**config.mk**
```make
export PLATFORM = sky130hd
export DESIGN_NAME = as2650_wb_mailbox
export DESIGN_NICKNAME = d
export VERILOG_FILES = /design/src/rtl/as2650_mbox_pkg.sv /design/src/rtl/mbox_fifo.sv /design/src/rtl/as2650_wb_mailbox.sv
export SDC_FILE = /design/constraint.sdc
export NUM_CORES = 1
export LEC_CHECK = 0
export ABC_AREA = 1
export ABC_CLOCK_PERIOD_IN_PS = 3600
export BUFFER_PORTS_ARGS = -buffer_cell sky130_fd_sc_hd__buf_2
export CORE_ASPECT_RATIO = 0.8
export CORE_MARGIN = 2
export CORE_UTILIZATION = 45
export CTS_BUF_LIST = sky130_fd_sc_hd__clkbuf_4 sky130_fd_sc_hd__clkbuf_8
export CTS_CLUSTER_SIZE = 25
export DETAILED_ROUTE_END_ITERATION = 7
export GPL_TIMING_DRIVEN = 1
export PLACE_DENSITY = 0.66
export SYNTH_ARGS = -nofsm -noshare
export SYNTH_HDL_FRONTEND = slang
export SYNTH_SLANG_ARGS = --single-unit
```
**constraint.sdc**
```tcl
create_clock -name wb_clk_i -period 3.6 [get_ports wb_clk_i]
set_input_delay 0.18 -clock wb_clk_i [delete_from_list [all_inputs] [get_ports wb_clk_i]]
set_output_delay 0.18 -clock wb_clk_i [all_outputs]
set_load 0.01 [all_outputs]
```
**src/rtl/as2650_mbox_pkg.sv**
```systemverilog
// Shared register offsets, bit positions and helpers for the AS2650 Wishbone mailbox.
// Used by as2650_wb_mailbox and its testbench.
package as2650_mbox_pkg;

  localparam logic [1:0] REG_CTRL   = 2'd0;
  localparam logic [1:0] REG_STATUS = 2'd1;
  localparam logic [1:0] REG_TXDATA = 2'd2;
  localparam logic [1:0] REG_RXDATA = 2'd3;

  localparam int CTRL_RUN       = 0;
  localparam int CTRL_RX_IRQ_EN = 1;
  localparam int CTRL_TX_IRQ_EN = 2;

  localparam int ST_TX_FULL  = 0;
  localparam int ST_TX_EMPTY = 1;
  localparam int ST_RX_FULL  = 2;
  localparam int ST_RX_EMPTY = 3;
  localparam int ST_TX_OVF   = 4;
  localparam int ST_TX_COUNT = 8;
  localparam int ST_RX_COUNT = 16;

  // RXDATA word: bit8 flags a valid byte; an empty FIFO reads as all zeros.
  function automatic logic [31:0] rxdata_word(input logic empty, input logic [7:0] head);
    logic [31:0] word;
    word = '0;
    if (!empty) begin
      word[8]   = 1'b1;
      word[7:0] = head;
    end
    return word;
  endfunction

endpackage

```
**src/rtl/mbox_fifo.sv**
```systemverilog
// Synchronous byte FIFO with occupancy count; a push into a full FIFO is
// accepted only when a pop happens on the same edge.
module mbox_fifo
  import as2650_mbox_pkg::*;
#(
  parameter int WIDTH = 8,
  parameter int DEPTH = 8,
  parameter int CW    = $clog2(DEPTH) + 1
) (
  input  logic             clk,
  input  logic             rst_n,
  input  logic             push,
  input  logic [WIDTH-1:0] push_data,
  input  logic             pop,
  output logic [WIDTH-1:0] head,
  output logic             full,
  output logic             empty,
  output logic [CW-1:0]    count
);

  localparam int AW = $clog2(DEPTH);
  localparam logic [CW-1:0] FULL_COUNT = CW'(DEPTH);

  logic [WIDTH-1:0] mem [DEPTH];
  logic [AW-1:0]    wr_ptr;
  logic [AW-1:0]    rd_ptr;
  logic [CW-1:0]    cnt;
  logic             do_push;
  logic             do_pop;

  assign empty   = (cnt == '0);
  assign full    = (cnt == FULL_COUNT);
  assign count   = cnt;
  assign head    = mem[rd_ptr];
  assign do_pop  = pop & ~empty;
  assign do_push = push & (~full | do_pop);

  always_ff @(posedge clk) begin
    if (do_push) begin
      mem[wr_ptr] <= push_data;
    end
  end

  // Pointers wrap naturally because DEPTH is a power of two.
  always_ff @(posedge clk or negedge rst_n) begin
    if (!rst_n) begin
      wr_ptr <= '0;
      rd_ptr <= '0;
      cnt    <= '0;
    end else begin
      if (do_push) begin
        wr_ptr <= wr_ptr + 1'b1;
      end
      if (do_pop) begin
        rd_ptr <= rd_ptr + 1'b1;
      end
      case ({do_push, do_pop})
        2'b10:   cnt <= cnt + 1'b1;
        2'b01:   cnt <= cnt - 1'b1;
        default: cnt <= cnt;
      endcase
    end
  end

endmodule

```
**src/rtl/as2650_wb_mailbox.sv**
```systemverilog
// Wishbone classic mailbox between the Caravel management SoC and the AS2650 core.
// Optional macro AS2650_MBOX_TXIRQ_EN adds CTRL bit2 (tx_irq_en) and a TX-empty interrupt term.
module as2650_wb_mailbox
  import as2650_mbox_pkg::*;
#(
  parameter logic [31:0] BASE_ADDR  = 32'h3000_0000,
  parameter int          FIFO_DEPTH = 8,
  parameter int          CW         = $clog2(FIFO_DEPTH) + 1
) (
  input  logic        wb_clk_i,
  input  logic        wb_rst_n_i,
  input  logic        wbs_cyc_i,
  input  logic        wbs_stb_i,
  input  logic        wbs_we_i,
  input  logic [3:0]  wbs_sel_i,
  input  logic [31:0] wbs_adr_i,
  input  logic [31:0] wbs_dat_i,
  output logic        wbs_ack_o,
  output logic [31:0] wbs_dat_o,
  output logic        cpu_rst_n_o,
  output logic [7:0]  tx_data_o,
  output logic        tx_valid_o,
  input  logic        tx_ready_i,
  input  logic [7:0]  rx_data_i,
  input  logic        rx_valid_i,
  output logic        rx_ready_o,
  output logic        irq_o
);

`ifdef AS2650_MBOX_TXIRQ_EN
  localparam int CTRL_W = 3;
`else
  localparam int CTRL_W = 2;
`endif

  // Handshakes: a Wishbone request (cyc & stb & address match) is taken only
  // while ack is low; ack then rises for exactly one cycle on the same edge that
  // commits the access, so a held strobe is served every other cycle. On the CPU
  // side a byte moves on any edge where valid and ready are both high; ready
  // never depends on valid.
  logic              wb_hit;
  logic              wb_req;
  logic              wb_wr;
  logic              wb_rd;
  logic [1:0]        reg_off;

  logic [CTRL_W-1:0] ctrl;
  logic              tx_ovf;
  logic              ctrl_wr;
  logic              tx_ovf_set;
  logic              tx_ovf_clr;
  logic              irq_next;
  logic [31:0]       rd_data;
  logic [31:0]       status_word;

  logic              tx_push;
  logic              tx_pop;
  logic              tx_full;
  logic              tx_empty;
  logic [CW-1:0]     tx_count;

  logic              rx_push;
  logic              rx_pop;
  logic [7:0]        rx_head;
  logic              rx_full;
  logic              rx_empty;
  logic [CW-1:0]     rx_count;

  logic              unused_ok;

  assign wb_hit  = wbs_cyc_i & wbs_stb_i & (wbs_adr_i[31:4] == BASE_ADDR[31:4]);
  assign wb_req  = wb_hit & ~wbs_ack_o;
  assign wb_wr   = wb_req & wbs_we_i;
  assign wb_rd   = wb_req & ~wbs_we_i;
  assign reg_off = wbs_adr_i[3:2];

  assign ctrl_wr    = wb_wr & (reg_off == REG_CTRL) & wbs_sel_i[0];
  assign tx_ovf_clr = wb_wr & (reg_off == REG_STATUS) & wbs_dat_i[ST_TX_OVF];

  assign tx_push    = wb_wr & (reg_off == REG_TXDATA) & wbs_sel_i[0];
  assign tx_pop     = tx_ready_i & tx_valid_o;
  // A full FIFO still takes the byte if the CPU drains one on the same edge.
  assign tx_ovf_set = tx_push & tx_full & ~tx_pop;

  assign rx_push = rx_valid_i & rx_ready_o;
  assign rx_pop  = wb_rd & (reg_off == REG_RXDATA) & ~rx_empty;

  assign cpu_rst_n_o = ctrl[CTRL_RUN];
  assign tx_valid_o  = ~tx_empty;
  assign rx_ready_o  = ~rx_full;

`ifdef AS2650_MBOX_TXIRQ_EN
  assign irq_next = (ctrl[CTRL_RX_IRQ_EN] & ~rx_empty) | (ctrl[CTRL_TX_IRQ_EN] & tx_empty);
`else
  assign irq_next = ctrl[CTRL_RX_IRQ_EN] & ~rx_empty;
`endif

  always_comb begin
    status_word                     = '0;
    status_word[ST_TX_FULL]         = tx_full;
    status_word[ST_TX_EMPTY]        = tx_empty;
    status_word[ST_RX_FULL]         = rx_full;
    status_word[ST_RX_EMPTY]        = rx_empty;
    status_word[ST_TX_OVF]          = tx_ovf;
    status_word[ST_TX_COUNT +: CW]  = tx_count;
    status_word[ST_RX_COUNT +: CW]  = rx_count;
  end

  always_comb begin
    rd_data = '0;
    case (reg_off)
      REG_CTRL:   rd_data = 32'(ctrl);
      REG_STATUS: rd_data = status_word;
      REG_TXDATA: rd_data = '0;
      REG_RXDATA: rd_data = rxdata_word(rx_empty, rx_head);
      default:    rd_data = '0;
    endcase
  end

  always_ff @(posedge wb_clk_i or negedge wb_rst_n_i) begin
    if (!wb_rst_n_i) begin
      wbs_ack_o <= 1'b0;
      wbs_dat_o <= '0;
      ctrl      <= '0;
      tx_ovf    <= 1'b0;
      irq_o     <= 1'b0;
    end else begin
      wbs_ack_o <= wb_req;
      wbs_dat_o <= wb_rd ? rd_data : '0;
      irq_o     <= irq_next;
      if (ctrl_wr) begin
        ctrl <= wbs_dat_i[CTRL_W-1:0];
      end
      if (tx_ovf_set) begin
        tx_ovf <= 1'b1;
      end else if (tx_ovf_clr) begin
        tx_ovf <= 1'b0;
      end
    end
  end

  mbox_fifo #(
    .WIDTH (8),
    .DEPTH (FIFO_DEPTH),
    .CW    (CW)
  ) u_tx_fifo (
    .clk       (wb_clk_i),
    .rst_n     (wb_rst_n_i),
    .push      (tx_push),
    .push_data (wbs_dat_i[7:0]),
    .pop       (tx_pop),
    .head      (tx_data_o),
    .full      (tx_full),
    .empty     (tx_empty),
    .count     (tx_count)
  );

  mbox_fifo #(
    .WIDTH (8),
    .DEPTH (FIFO_DEPTH),
    .CW    (CW)
  ) u_rx_fifo (
    .clk       (wb_clk_i),
    .rst_n     (wb_rst_n_i),
    .push      (rx_push),
    .push_data (rx_data_i),
    .pop       (rx_pop),
    .head      (rx_head),
    .full      (rx_full),
    .empty     (rx_empty),
    .count     (rx_count)
  );

  // Byte-lane and address bits the register map never looks at.
  assign unused_ok = &{1'b0, wbs_adr_i[1:0], wbs_sel_i[3:1], wbs_dat_i[31:8]};

endmodule

```
* Word level (Yosys, flattened, before mapping)
Memory sizes are Yosys's and may differ from the RTL's. Index checks and enable logic that the tools add are counted.
Cells by class: add/subtract/negate cells 8, eq/ne operators 10, multiplexer cells 11, bitwise gates (word level) 31, reductions and logical operators 6
Operator list (number):
- case mux 32 bit (4 select lines) | 1
- two-way mux 32 bit | 1
- == test 28 x 26 -> 1 bit (second input constant) | 1
- AND 1 bit | 22
- case mux 4 bit (2 select lines) | 2
- adder 3 x 1 -> 3 bit (second input constant) | 4
- two-way mux 9 bit | 1
- adder 4 x 1 -> 4 bit (second input constant) | 2
- == test 2 bit (second input constant) | 4
- == test 4 bit (second input constant) | 2
- zero test 4 bit | 2
- subtractor 4 x 1 -> 4 bit (second input constant) | 2
- inverter 1 bit | 7
- == test 2 x 1 -> 1 bit (second input constant) | 3
- two-way mux 1 bit | 6
- nonzero test 2 bit | 3
- zero test 2 bit | 1
- bitwise OR 1 bit | 2
Storage, ports and cells: flip-flop bits (word level) 57, RAM bits 128, input port bits 83, output and inout bits 45, word-level logic and storage cells 79, memories 2
Memories:
- u_rx_fifo.mem | words 8, bits a word 8, read ports 1, clocked after memory_dff 0, wr ports 1, line mbox_fifo.sv:24 | logic [WIDTH-1:0] mem [DEPTH];
- u_tx_fifo.mem | words 8, bits a word 8, read ports 1, clocked after memory_dff 0, wr ports 1, line mbox_fifo.sv:24

* Logic depth before layout (Yosys ltp)
word-level depth 11, depth in mapped cells 18

* By module
A second synthesis with hierarchy kept.
Second synthesis, totals: cells, all modules 665, area total of the unflattened synthesis 7418.4 um^2
By module, submodules not included:
- mbox_fifo at u_rx_fifo | times used 1, cells each 255, area an instance 3121.7 um^2, sequential area each 2172.1 um^2
- mbox_fifo at u_tx_fifo | times used 1, cells each 255, area an instance 3118.0 um^2, sequential area each 2172.1 um^2
- as2650_wb_mailbox | times used 1, cells each 155, area an instance 1178.6 um^2, sequential area each 525.5 um^2

* Least setup slack after synthesis
Ideal clock, no wire load.
path type register to register, start point register u_tx_fifo.cnt[0] (netlist: u_tx_fifo.count[0]), end point register u_tx_fifo.cnt[2] (netlist: u_tx_fifo.count[2]), library setup time 0.129 ns, arrival 2.072 ns, required time 3.471 ns, path slack 1.399 ns, cell stages (with the launch flop) 14, period minus slack after synthesis 2.201 ns, cell sequence dfrtp_1 > nor2_1 > nand3_1 > or2_2 > nand4_4 > buf_6 > ha_1 > nand2_1 > inv_1 > nor2_1 > ha_1 > a21oi_1 > xor2_1 > o21ai_0
On the way: longest elaborated chain between the ends 8, elaborated cells on any way between the ends 14, classes of those cells 2 x add/sub; 3 x eq/ne; 1 x mux; 6 x bitwise; 2 x reduce/logical
RTL lines:
- start: declaration | line mbox_fifo.sv:27 | logic [CW-1:0] cnt;
- start signal: assignment | line mbox_fifo.sv:58 | 2'b10: cnt <= cnt + 1'b1;
- start signal: assignment | line mbox_fifo.sv:59 | 2'b01: cnt <= cnt - 1'b1;
- start signal: assignment | line mbox_fifo.sv:60 | default: cnt <= cnt;
- zero test 4 bit | line mbox_fifo.sv:31 | assign empty = (cnt == '0);
- inverter 1 bit | line mbox_fifo.sv:35, as2650_wb_mailbox.sv:89
- AND 1 bit | line as2650_wb_mailbox.sv:81 | assign tx_pop = tx_ready_i & tx_valid_o;
- AND 1 bit | line mbox_fifo.sv:35 | assign do_pop = pop & ~empty;
- bitwise OR 1 bit | line mbox_fifo.sv:36 | assign do_push = push & (~full | do_pop);
- AND 1 bit | line mbox_fifo.sv:36
- == test 2 x 1 -> 1 bit / == test 2 bit (equally long branches) | line mbox_fifo.sv:57 | case ({do_push, do_pop})
- case mux 4 bit (2 select lines) / nonzero test 2 bit (equally long branches)
Parallel ways exist; a longest one is shown, timed or not. A chain may end at the register's enable or synchronous reset.

* Final worst setup path
start point register u_tx_fifo.rd_ptr[1], end point output port tx_data_o[4]
On the way: longest elaborated chain between the ends 1
RTL lines:
- start: declaration | line mbox_fifo.sv:26 | logic [AW-1:0] rd_ptr;
- start signal: assignment | line mbox_fifo.sv:55 | rd_ptr <= rd_ptr + 1'b1;
- memory (8 x 8 bit)
- end: declaration | line as2650_wb_mailbox.sv:21 | output logic [7:0] tx_data_o,
Every way passes these cells.

==> reports/metrics.cfg <==
[synth]
synth_ff_type = edfxtp_1
number_of_enable_type_register_cells_in_the_synthesized_netlist = 128
yosysWarningCount = 0
share_of_flip_flops_with_an_asynchronous_set_or_reset_after_synthesis_pct = 24.3
synth-seq-area-share_pct = 65.7
synthesis.area_per_instance_um2 = 11.0
yosys.cell_types.count = 36
synth_area_mm2 = 0.00741
synth-seq-cells = 169
postSynthCellCount = 675

[sta]
post-route-min-period_ps = 2490
timing.final.ws_setup_ps = 1110
finalHoldViolCount = 0
timing.clock.skew_ps = 13.4
slew_violations = 0
max_slew_margin_pct = 26.5
final_number_of_setup_violating_endpoints = 0
setup-tns-final_ps = 0
transition_at_the_pin_with_the_smallest_max_transition_slack_ps = 1100
period_share_pct = 69.0
fmax_mhz = 402
rsz_0062_raised_after_global_routing = no

[floorplan]
design.portCount = 128
core_area_mm2 = 0.0160
initial_standard_cell_utilization_of_the_core_pct = 46.4
design.die.area_mm2 = 0.0175
die_width_um = 147
die_height_um = 119
num_rows = 41

[place]
dp_hpwl_um = 10400
dp_slack_ps = 1140
portBuffers = 82
gp_routability_congestion = 0.800

[cts]
cts.htree.levels = 4
post_cts_resized = 0
clockRootBuffer = clkbuf_8
clk_latency_ps = 460
bufs_on_longest_clock_path = 2
clkTransAtPathRegs_ps = 80
cts_setup_buffers = 0
cts.sinks = 169
tritoncts = yes
clock_buffers_created_by_tritoncts = 17
post_cts_hold_buffer_count = 14

[pwr]
p_sw_share_pct = 33.0
ir_worst_vdd_v = 0.000457
power.share.combinational_pct = 23.4
clock_power_share_pct = 26.2
pwr-share-seq_pct = 50.4
switching_power_w = 0.00161
power.density_mw_per_mm2 = 573
p_leak_nw = 3.51
internal-power_w = 0.00328

[detailed_routing]
drcViolationCount = 0
firstDrtPassIters = 4
detail_route.wl_per_cell_um = 15.5
drt_wl_total_um = 15600
post_drt_via_cell_ratio = 5.05
detailedRoute.firstIterationViolations = 322
via_total_after_detailed_routing = 5100
drt.antenna.violating_nets = 0

[final_layout]
layout_commonest_cell = nor2_1
layout.nets = 874
layout_area_growth_over_synthesis_pct = 15.3
antennaDiodeCount = 0
drive_above_1_share_pct = 18.5
mostFrequentLayoutCells = nor2_1 (149), edfxtp_1 (128), nand2_1 (103), buf_2 (82), o21ai_0 (56)
finish.utilization_pct = 53.5
fillers = 1349

[grt]
number_of_antenna_violations_at_the_first_check_in_global_routing = 0
grt_pass1_wl_um = 24400
first_global_vias = 4913
gr-usage-all-layers_pct = 18.3
grt_max_degree = 42
leftover_overflow_at_the_end_of_global_routing = 0

[critical_path]
critPathMaxFanout = 34
timing.critical_path.slowest_stage_cell = dfrtp_1
timing.critical_path.required_ps = 3420
arrival_ps = 2310
setup.worst_path.start_class = flop
reg2reg_depth = 12
cell_chain_of_the_critical_path = o21ai_0, o32ai_1, nand2_1, nand2_1, buf_2
timing.setup.critical_path_class = reg -> out
crit_path_max_incr_delay_ps = 1080
critical-path-top-cell-by-count = nand2_1
end_kind = output pin

[hold_path]
min_delay_path_depth = 4
timing.hold.worst.class = in -> reg

[status]
run_status = finished, final reports clean

[flow_run]
maxCapViolations = 0

==> final cells by class <==
type | count | area (um2) | area share (%)
flip-flops and latches | 169 | 4870 | 57.0
multi-input cells | 440 | 2200 | 25.7
repair buffers | 110 | 658 | 7.70
well taps | 215 | 269 | 3.15
clock buffers | 18 | 248 | 2.90
inverters | 43 | 164 | 1.92
clock inverters | 14 | 136 | 1.60
==> metrics by stage <==
step | hold slack [ps] | total power (W) | instance area, um2 | cells
after global placement | 349 | 0.00357 | 8010 | 962
after CTS | 3.39 | 0.00492 | 8530 | 1008
after floorplan | -116 | 0.00324 | 7460 | 690
after detailed placement | 367 | 0.00364 | 8010 | 962
after global routing | 21.2 | 0.00518 | 8540 | 1009
final | 41.1 | 0.00489 | 8540 | 1009
==> worst max-delay path, delay by kind of cell, from the launching register on <==
family	cells	cell delay [ps]
buffers and inverters	1	140
flip-flops	1	1080
AO/OA/AOI/OAI	2	420
AND/OR/NAND/NOR	2	210
==> power by group through the flow <==
stage	Clock (W)	Sequential (W)	Combinational [W]
after CTS	0.00131	0.00247	0.00114
after global routing	0.00140	0.00249	0.00129
after floorplan	0	0.00241	0.000829
final	0.00128	0.00247	0.00114
after global placement	0	0.00250	0.00107
after detailed placement	0	0.00251	0.00113
==> cells by family (layout without fill, tap and decap cells) <==
group / Yosys count / count (layout) / synth area share [%]
simple gates: 300 / 300 / 17.2
flops: 169 / 169 / 65.7
xor+xnor: 11 / 11 / 1.40
compound gates: 103 / 103 / 8.60
buf+inv: 81 / 185 / 5.34
other cells: 1 / 16 / 0.0506
fa+ha+maj: 10 / 10 / 1.69
==> path summary, 6_finish.rpt <==
kind	from	to	slack, ps
max reg2reg	u_tx_fifo.count[0]	u_tx_fifo.count[2]	1120
min reg2reg	ctrl[0]	ctrl[0]	520
max in group asynchronous	wb_rst_n_i	u_tx_fifo.wr_ptr[0]	2630
min	tx_ready_i	u_tx_fifo.rd_ptr[1]	40
min in group asynchronous	wb_rst_n_i	u_rx_fifo.wr_ptr[1]	380
max	u_tx_fifo.rd_ptr[1]	tx_data_o[4]	1110
==> cells in the mapped netlist, drive strengths merged, types with 7 or more instances <==
cell,number,area share [%]
a21oi,13,1.0
buf,31,2.8
clkbuf,7,0.35
dfrtp,41,14
edfxtp,128,52
ha,10,1.7
inv,41,2.1
nand2,106,5.5
nand3,14,0.95
nor2,155,8.4
nor3,18,1.4
o211ai,11,1.1
o21ai,57,3.9
o32ai,22,2.6
xor2,9,1.2
==> routing by layer <==
layer	track usage, %	part of all wire, %
met1	22.6	44
met2	31.5	49
met3	5.10	5.7
met4	5.35	1.2
met5	0	0
==> state kept, by name, summed over array words and instances, names as in the netlist, 3 cells and up <==
name and cells:
u_rx_fifo.rd_ptr 3, u_tx_fifo.count 4, u_tx_fifo.wr_ptr 3, u_tx_fifo.mem 64, u_rx_fifo.wr_ptr 3, wbs_dat_o 16, u_rx_fifo.count 4, u_rx_fifo.mem 64
u_tx_fifo.rd_ptr 3
No activity file was read; power rests on OpenSTA's default activity.
